<file path="src/rtl/traffic_light_conflict_monitor.sv">
// Lamp-side safety monitor: filters static lamp faults and per-head aspect
// sequences, and latches a coded fault until a clean all-red clear request.
module traffic_light_conflict_monitor #(
  parameter int FILTER_CYCLES     = 4,
  parameter int YELLOW_MIN_CYCLES = 30_000_000,
  parameter int CNT_BITS          = 25
) (
  input  logic       clk,
  input  logic       reset,
  input  logic [2:0] primaryRoadLight_RYG,
  input  logic [2:0] secondaryRoadLight_RYG,
  input  logic       faultClear,
  output logic       fault,
  output logic [2:0] faultCode,
  output logic [7:0] faultCount
);

  localparam int FW = $clog2(FILTER_CYCLES + 1);
  localparam logic [FW-1:0] F_MAX  = FW'(FILTER_CYCLES);
  localparam logic [FW-1:0] F_LAST = FW'(FILTER_CYCLES - 1);
  localparam logic [FW-1:0] F_ONE  = FW'(1);
  localparam logic [CNT_BITS-1:0] Y_MIN = CNT_BITS'(YELLOW_MIN_CYCLES);

  localparam logic [2:0] L_R = 3'b100;
  localparam logic [2:0] L_Y = 3'b010;
  localparam logic [2:0] L_G = 3'b001;

  localparam logic [2:0] C_NONE     = 3'd0;
  localparam logic [2:0] C_CONFLICT = 3'd1;
  localparam logic [2:0] C_MULTI    = 3'd2;
  localparam logic [2:0] C_DARK     = 3'd3;
  localparam logic [2:0] C_SKIP     = 3'd4;
  localparam logic [2:0] C_SHORT    = 3'd5;

  typedef enum logic {
    S_ARMED,
    S_FAULT
  } state_t;

  state_t r_state;
  logic       r_fault;
  logic [2:0] r_code;
  logic [7:0] r_count;

  logic [2:0]          w_raw   [2];
  logic [2:0]          r_acc   [2];
  logic [2:0]          r_cand  [2];
  logic [FW-1:0]       r_acnt  [2];
  logic [FW-1:0]       w_run   [2];
  logic [CNT_BITS-1:0] r_ycnt  [2];
  logic [1:0]          w_onehot;
  logic [1:0]          w_change;
  logic [1:0]          w_accept;
  logic [1:0]          w_skip;
  logic [1:0]          w_short;

  // Static checks: [0]=CONFLICT [1]=MULTI_LAMP [2]=DARK
  logic [2:0]    w_cond;
  logic [2:0]    w_sfire;
  logic [FW-1:0] r_scnt [3];

  logic       w_any;
  logic [2:0] w_code;
  logic       w_clear_ok;

  assign w_raw[0] = primaryRoadLight_RYG;
  assign w_raw[1] = secondaryRoadLight_RYG;

  function automatic logic multi_lit(input logic [2:0] l);
    return (l[2] & l[1]) | (l[2] & l[0]) | (l[1] & l[0]);
  endfunction

  always_comb begin
    w_cond[0] = (|primaryRoadLight_RYG[1:0]) &
                (|secondaryRoadLight_RYG[1:0]);
    w_cond[1] = multi_lit(primaryRoadLight_RYG) |
                multi_lit(secondaryRoadLight_RYG);
    w_cond[2] = (primaryRoadLight_RYG == 3'b000) |
                (secondaryRoadLight_RYG == 3'b000);
    for (int i = 0; i < 3; i++) begin
      w_sfire[i] = w_cond[i] && (r_scnt[i] == F_LAST);
    end
  end

  always_ff @(posedge clk) begin
    if (reset) begin
      for (int i = 0; i < 3; i++) begin
        r_scnt[i] <= '0;
      end
    end else begin
      for (int i = 0; i < 3; i++) begin
        if (!w_cond[i]) begin
          r_scnt[i] <= '0;
        end else if (r_scnt[i] != F_MAX) begin
          r_scnt[i] <= r_scnt[i] + 1'b1;
        end
      end
    end
  end

  always_comb begin
    for (int h = 0; h < 2; h++) begin
      w_onehot[h] = (w_raw[h] == L_R) ||
                    (w_raw[h] == L_Y) ||
                    (w_raw[h] == L_G);
      w_change[h] = w_onehot[h] && (w_raw[h] != r_acc[h]);
      w_run[h]    = ((r_acnt[h] != '0) && (w_raw[h] == r_cand[h])) ?
                    r_acnt[h] + 1'b1 : F_ONE;
      w_accept[h] = w_change[h] && (w_run[h] == F_MAX);
      w_skip[h]   = w_accept[h] && (r_acc[h] == L_G) &&
                    (w_raw[h] == L_R);
      w_short[h]  = w_accept[h] && (r_acc[h] == L_Y) &&
                    (w_raw[h] == L_R) && (r_ycnt[h] < Y_MIN);
    end
  end

  // Dwell counts from acceptance to acceptance, so filter delay cancels.
  always_ff @(posedge clk) begin
    if (reset) begin
      for (int h = 0; h < 2; h++) begin
        r_acc[h]  <= L_R;
        r_cand[h] <= L_R;
        r_acnt[h] <= '0;
        r_ycnt[h] <= '0;
      end
    end else begin
      for (int h = 0; h < 2; h++) begin
        if (w_accept[h]) begin
          r_acc[h]  <= w_raw[h];
          r_acnt[h] <= '0;
        end else if (w_change[h]) begin
          r_cand[h] <= w_raw[h];
          r_acnt[h] <= w_run[h];
        end else begin
          r_acnt[h] <= '0;
        end
        if (w_accept[h] && (w_raw[h] == L_Y)) begin
          r_ycnt[h] <= '0;
        end else if ((r_acc[h] == L_Y) && (r_ycnt[h] != '1)) begin
          r_ycnt[h] <= r_ycnt[h] + 1'b1;
        end
      end
    end
  end

  assign w_any = (|w_sfire) | (|w_skip) | (|w_short);

  always_comb begin
    w_code = C_NONE;
    priority case (1'b1)
      w_sfire[0]: w_code = C_CONFLICT;
      w_sfire[1]: w_code = C_MULTI;
      w_sfire[2]: w_code = C_DARK;
      |w_skip:    w_code = C_SKIP;
      |w_short:   w_code = C_SHORT;
      default:    w_code = C_NONE;
    endcase
  end

  assign w_clear_ok = faultClear &&
                      (primaryRoadLight_RYG == L_R) &&
                      (secondaryRoadLight_RYG == L_R) &&
                      !w_any;

  always_ff @(posedge clk) begin
    if (reset) begin
      r_state <= S_ARMED;
      r_fault <= 1'b0;
      r_code  <= C_NONE;
      r_count <= '0;
    end else begin
      unique case (r_state)
        S_ARMED: begin
          if (w_any) begin
            r_state <= S_FAULT;
            r_fault <= 1'b1;
            r_code  <= w_code;
            if (r_count != 8'hFF) begin
              r_count <= r_count + 1'b1;
            end
          end
        end
        S_FAULT: begin
          if (w_clear_ok) begin
            r_state <= S_ARMED;
            r_fault <= 1'b0;
            r_code  <= C_NONE;
          end
        end
        default: r_state <= S_ARMED;
      endcase
    end
  end

  assign fault      = r_fault;
  assign faultCode  = r_code;
  assign faultCount = r_count;

endmodule

</file>
<file path="config.mk">
export PLATFORM = sky130hd
export DESIGN_NAME = traffic_light_conflict_monitor
export DESIGN_NICKNAME = d
export VERILOG_FILES = /design/src/rtl/traffic_light_conflict_monitor.sv
export SDC_FILE = /design/constraint.sdc
export NUM_CORES = 1
export LEC_CHECK = 0
export BUFFER_PORTS_ARGS = -buffer_cell sky130_fd_sc_hd__buf_2
export CAP_MARGIN = 0
export CORE_MARGIN = 5
export CORE_UTILIZATION = 55
export CTS_CLUSTER_DIAMETER = 80
export DETAILED_ROUTE_END_ITERATION = 8
export GPL_TIMING_DRIVEN = 0
export HOLD_SLACK_MARGIN = 0.06
export PLACE_DENSITY = 0.73
export REMOVE_ABC_BUFFERS = 1
export SYNTH_ARGS = -nofsm -noshare
export SYNTH_HDL_FRONTEND = slang
export SYNTH_SLANG_ARGS = --single-unit
</file>
<file path="constraint.sdc">
create_clock -name clk -period 3.83 [get_ports clk]
set_input_delay 0 -clock clk [delete_from_list [all_inputs] [get_ports clk]]
set_output_delay 0 -clock clk [all_outputs]
set_load 0.01 [all_outputs]
</file>
# After elaboration in Yosys (flattened, before gate mapping)
# Memories as Yosys holds them, arrays and structs flattened.
# Index checks and enable logic that the tools add are counted.
# totals
memories,5
elab_cells,219
reg_bits,13
ramBits,77
# op_classes
magnitude_cmp,2
n_eq_ne,27
muxes,95
addsub,8
bitwise,36
reduce_logical,42
# mem_list
name,words,word_bits,rd,rd_clocked_by_memory_dff,write_ports,line,source
r_ycnt,2,25,2,0,2,50,logic [CNT_BITS-1:0] r_ycnt [2];
r_scnt,3,3,3,0,3,60,logic [FW-1:0] r_scnt [3];
r_acc,2,3,2,0,2,46,logic [2:0] r_acc [2];
r_acnt,2,3,2,0,2,48,logic [FW-1:0] r_acnt [2];
r_cand,2,3,2,0,2,47,logic [2:0] r_cand [2];
# ops
cell,n
2-to-1 mux 25 bit,4
2-to-1 mux 3 bit,25
2-to-1 mux 1 bit,63
adder 25 x 1 -> 25 bit (second input constant),2
less-than comparator 25 bit (second input constant),2
!= test 25 bit (second input constant),2
OR 1 bit,28
logical AND 1 bit,26
== test 3 x 2 -> 1 bit (second input constant),7
adder 3 x 1 -> 3 bit (second input constant),5
== test 3 x 1 -> 1 bit (second input constant),4
== test 3 bit (second input constant),4
!= test 3 bit (second input constant),3
adder 8 x 1 -> 8 bit (second input constant),1
!= test 8 bit (second input constant),1
OR reduction 2 bit,4
bitwise AND 1 bit,7
== test 3 bit,2
logical NOT 3 bit,2
!= test 3 bit,2
one-hot mux 3 bit (2 select lines),1
nonzero test 3 bit,2
logical OR 1 bit,4
one-hot mux 1 bit (2 select lines),2
7 further kinds,7

# Logic depth before layout (Yosys ltp)
# depth
depth_word,16
ltp_mapped,9
ltp_nobuf,9

# Worst setup path after synthesis
# No wires, ideal clock.
# synth_timing
path_type,register -> register
from,memory r_ycnt[1][6]
to,memory r_ycnt[1][0] (enable)
synth_period_minus_slack_ns,2.762
required_time_ns,3.398
path_slack_ns,1.068
stages_incl_launch_ff,9
t_arrival_ns,2.330
setup_time_ns,0.432
cell_sequence,edfxtp_1 -> and4_1 -> nand4_1 -> nor3_1 -> and3_1 -> and3_1 -> a21o_1 -> buf_2 -> nand2_1
# synth_rtl
element,line
from (decl),50

==> qor.yml <==
cp_max_fo: 25
dp_worst_setup_slack_ps: 56.7
clock_tree.root_cell: "clkbuf_8"
transition_time_of_the_tightest_slew_check_pin_ps: 1240
detailed_place.area_mm2: 0.00538
die_h_um: 107
rsz0062_at_grt: "no"
number_of_instances_in_the_placed_design: 648
power_report.internal_total_mw: 1.54
grt_first_pass_wirelength_um: 15800
globalplace.congestion: 0.801
cp_data_arrival_time_ps: 3330
drt-pass1-iter-count: 5
finalCriticalPeriod_ps: 3370
sw_frac_of_total: 0.237
final.period_utilization: 0.879
grt_max_degree: 34
synth_cell_types: 66
syn_inst: 511
drive_above_1_share: 0.117
ant_nets: 0
clkTransAtPathRegs_ps: 90
postSynth.asyncResetShare: 0
floorplan.die_area_mm2: 0.0115
initial_utilization: 0.562
p_leak_nw: 2.03
number_of_antenna_violations_at_the_first_check_in_global_routing: 0
seq_area_frac_synth: 0.496
power_share_of_the_combinational_group: 0.074
power_frac_clock: 0.360
grt_overflow: 0
total_of_flip_flops_plus_latches_after_synthesis: 90
route.vias.total: 3653
h-tree-depth: 3
worst_ep_required_time_ps: 3790
use_met2: 0.287
finalHoldViolations: 0
run_status: "complete, no violations"
cts.path.max_buffers: 2
placeableCoreArea_mm2: 0.00924
ys_dominant_reg_cell: "edfxtp_1"
syn_area_mm2: 0.00519
fin_skew_ps: 13.9
cts_buffers: 9
cts.sink_count: 90
maxCapViolations: 0
final_cell_area_mm2: 0.00562
first_global_vias: 3486
fmax_mhz: 297
post_synth_main_area_contributors: "edfxtp_1, nor2_1, xor2_1, dfxtp_1, ha_1"
tritoncts: "built"
die_x_extent_um: 107
maxSlewHeadroom: 0.174
fin_ws_ps: 464
timing.rr.start: "r_ycnt[1][0]"
final_cell_mix: "nor2_1, edfxtp_1, xor2_1, nand3_1, nand2_1"
cp-end-kind: "register"
drc: 0
met1_usage: 0.218
irDropWorstVdd_mv: 0.203
power.sequential.fraction: 0.566
nNetsFinal: 557
netSwitchingPower_mw: 0.478
synth_enable_flop_cells: 77
timing_max_transition_violations_final: 0
antenna_cells_inserted: 0
portBuffers: 20
total_global_route_track_usage: 0.169
yosys.area.top_type_share: 0.446
fin_hold_ws_ps: 98.5
post_cts_buffers: 0
core.rowCount: 35
worst-setup-path-type: "reg -> reg"
wire_length_after_detailed_routing_um: 9240
synth_area_per_cell_um2: 10.2
timing.hold.worst.class: "in -> reg"
setup_total_negative_slack_ps: 0
final_common_cell: "nor2_1"
power.density_mw_per_mm2: 358
critPathLaunchType: "register"
dr.first_iter.drc_count: 237
hpwlAfterDp_um: 6510
via_per_inst: 5.48
io_pins: 21
busiest_layer_in_global_routing: "met2"
syn2layout_area_growth_pct: 8.29
setup-violations-final: 0
hp-start: "secondaryRoadLight_RYG[0]"
synth_largest_area_cell: "edfxtp_1"
worstSetupStartpoint: "r_ycnt[1][0]"
yosysWarningCount: 0
finalNonFillerCells: 666
grt_util_met3: 0.0439
worstSkewPairLatency_ps: 360
post_drt_wl_per_cell_um: 13.9
[critical path: stages, from the launching register on]
cell	delay, ps
edfxtp_1	400
ha_1	230
nand3_1	240
nor3_1	460
and3_1	260
and3_1	200
a21o_1	630
nand2_2	550
[cell type report]
class,instances,area (µm²)
Fill cell,766,3620
Sequential cell,90,2570
Multi-Input combinational cell,388,2460
Tap cell,129,161
Clock buffer,9,124
Timing Repair Buffer,22,120
Clock inverter,7,98.8
Inverter,21,78.8
[power by group through the flow]
stage          Combinational [mW]  Sequential [mW]  Clock, mW
2_1_floorplan               0.105             1.15          0
3_3_place_gp                0.142             1.16          0
3_5_place_dp                0.148             1.16          0
4_1_cts                     0.151             1.14      0.749
5_1_grt                     0.168             1.15      0.791
6_report                    0.149             1.14      0.725
[state kept, by name (all words and copies together) (netlist names)]
name	flops
fault	1
r_state	1
r_acnt	6
r_ycnt	50
r_acc	6
r_scnt	9
faultCount	8
faultCode	3
r_cand	6
[routing by layer]
layer	up-vias	share of wire	routed length, µm
li1	1865	-	-
met1	1726	0.47	4310
met2	56	0.48	4480
met3	6	0.041	380
met4	0	0.0071	66
met5	-	0	0
[path summary, 6_finish.rpt]
kind	endpoint	slack, ps	cells after the start
worst min register to register	faultCode[1]	480	1
worst min-delay path	r_acc[0][3]	100	2
worst max register to register	r_ycnt[1][3]	460	7
worst max-delay path	r_ycnt[1][3]	460	7
[synthesized netlist by cell type, types with 5 or more instances]
cell type,number
nor2_1,85
edfxtp_1,77
xor2_1,33
nand2_1,30
nand3_1,29
and3_1,21
inv_1,21
xnor2_1,20
ha_1,16
dfxtp_1,13
nand4_1,13
nor2b_1,13
clkbuf_1,11
nor3_1,11
and2_1,10
o21ai_0,10
a21oi_1,9
or2_2,8
a31oi_1,5
[timing repair]
item	in CTS	in global routing
endpoints found under the hold margin	4	0
hold buffers	2	0
resized for setup	0	1
setup endpoints to repair	0	25
[per-stage QoR]
stage,power (mW),util
CTS,2.04,0.608
detailed placement,1.31,0.582
finish,2.01,0.608
global placement,1.30,0.582
floorplan,1.26,-
global route,2.11,0.608
[cells by family after synthesis]
family                   after synthesis  share of synthesized area
other                                  1                   0.000723
XOR/XNOR                              53                     0.0894
AND/OR/NAND/NOR                      250                      0.245
buffers and inverters                 38                     0.0335
adder cells (fa/ha/maj)               16                     0.0386
AO/OA/AOI/OAI                         60                     0.0909
flip-flops                            90                      0.496
multiplexers                           3                    0.00627
Note: power is estimated with default switching activity, not from simulation.
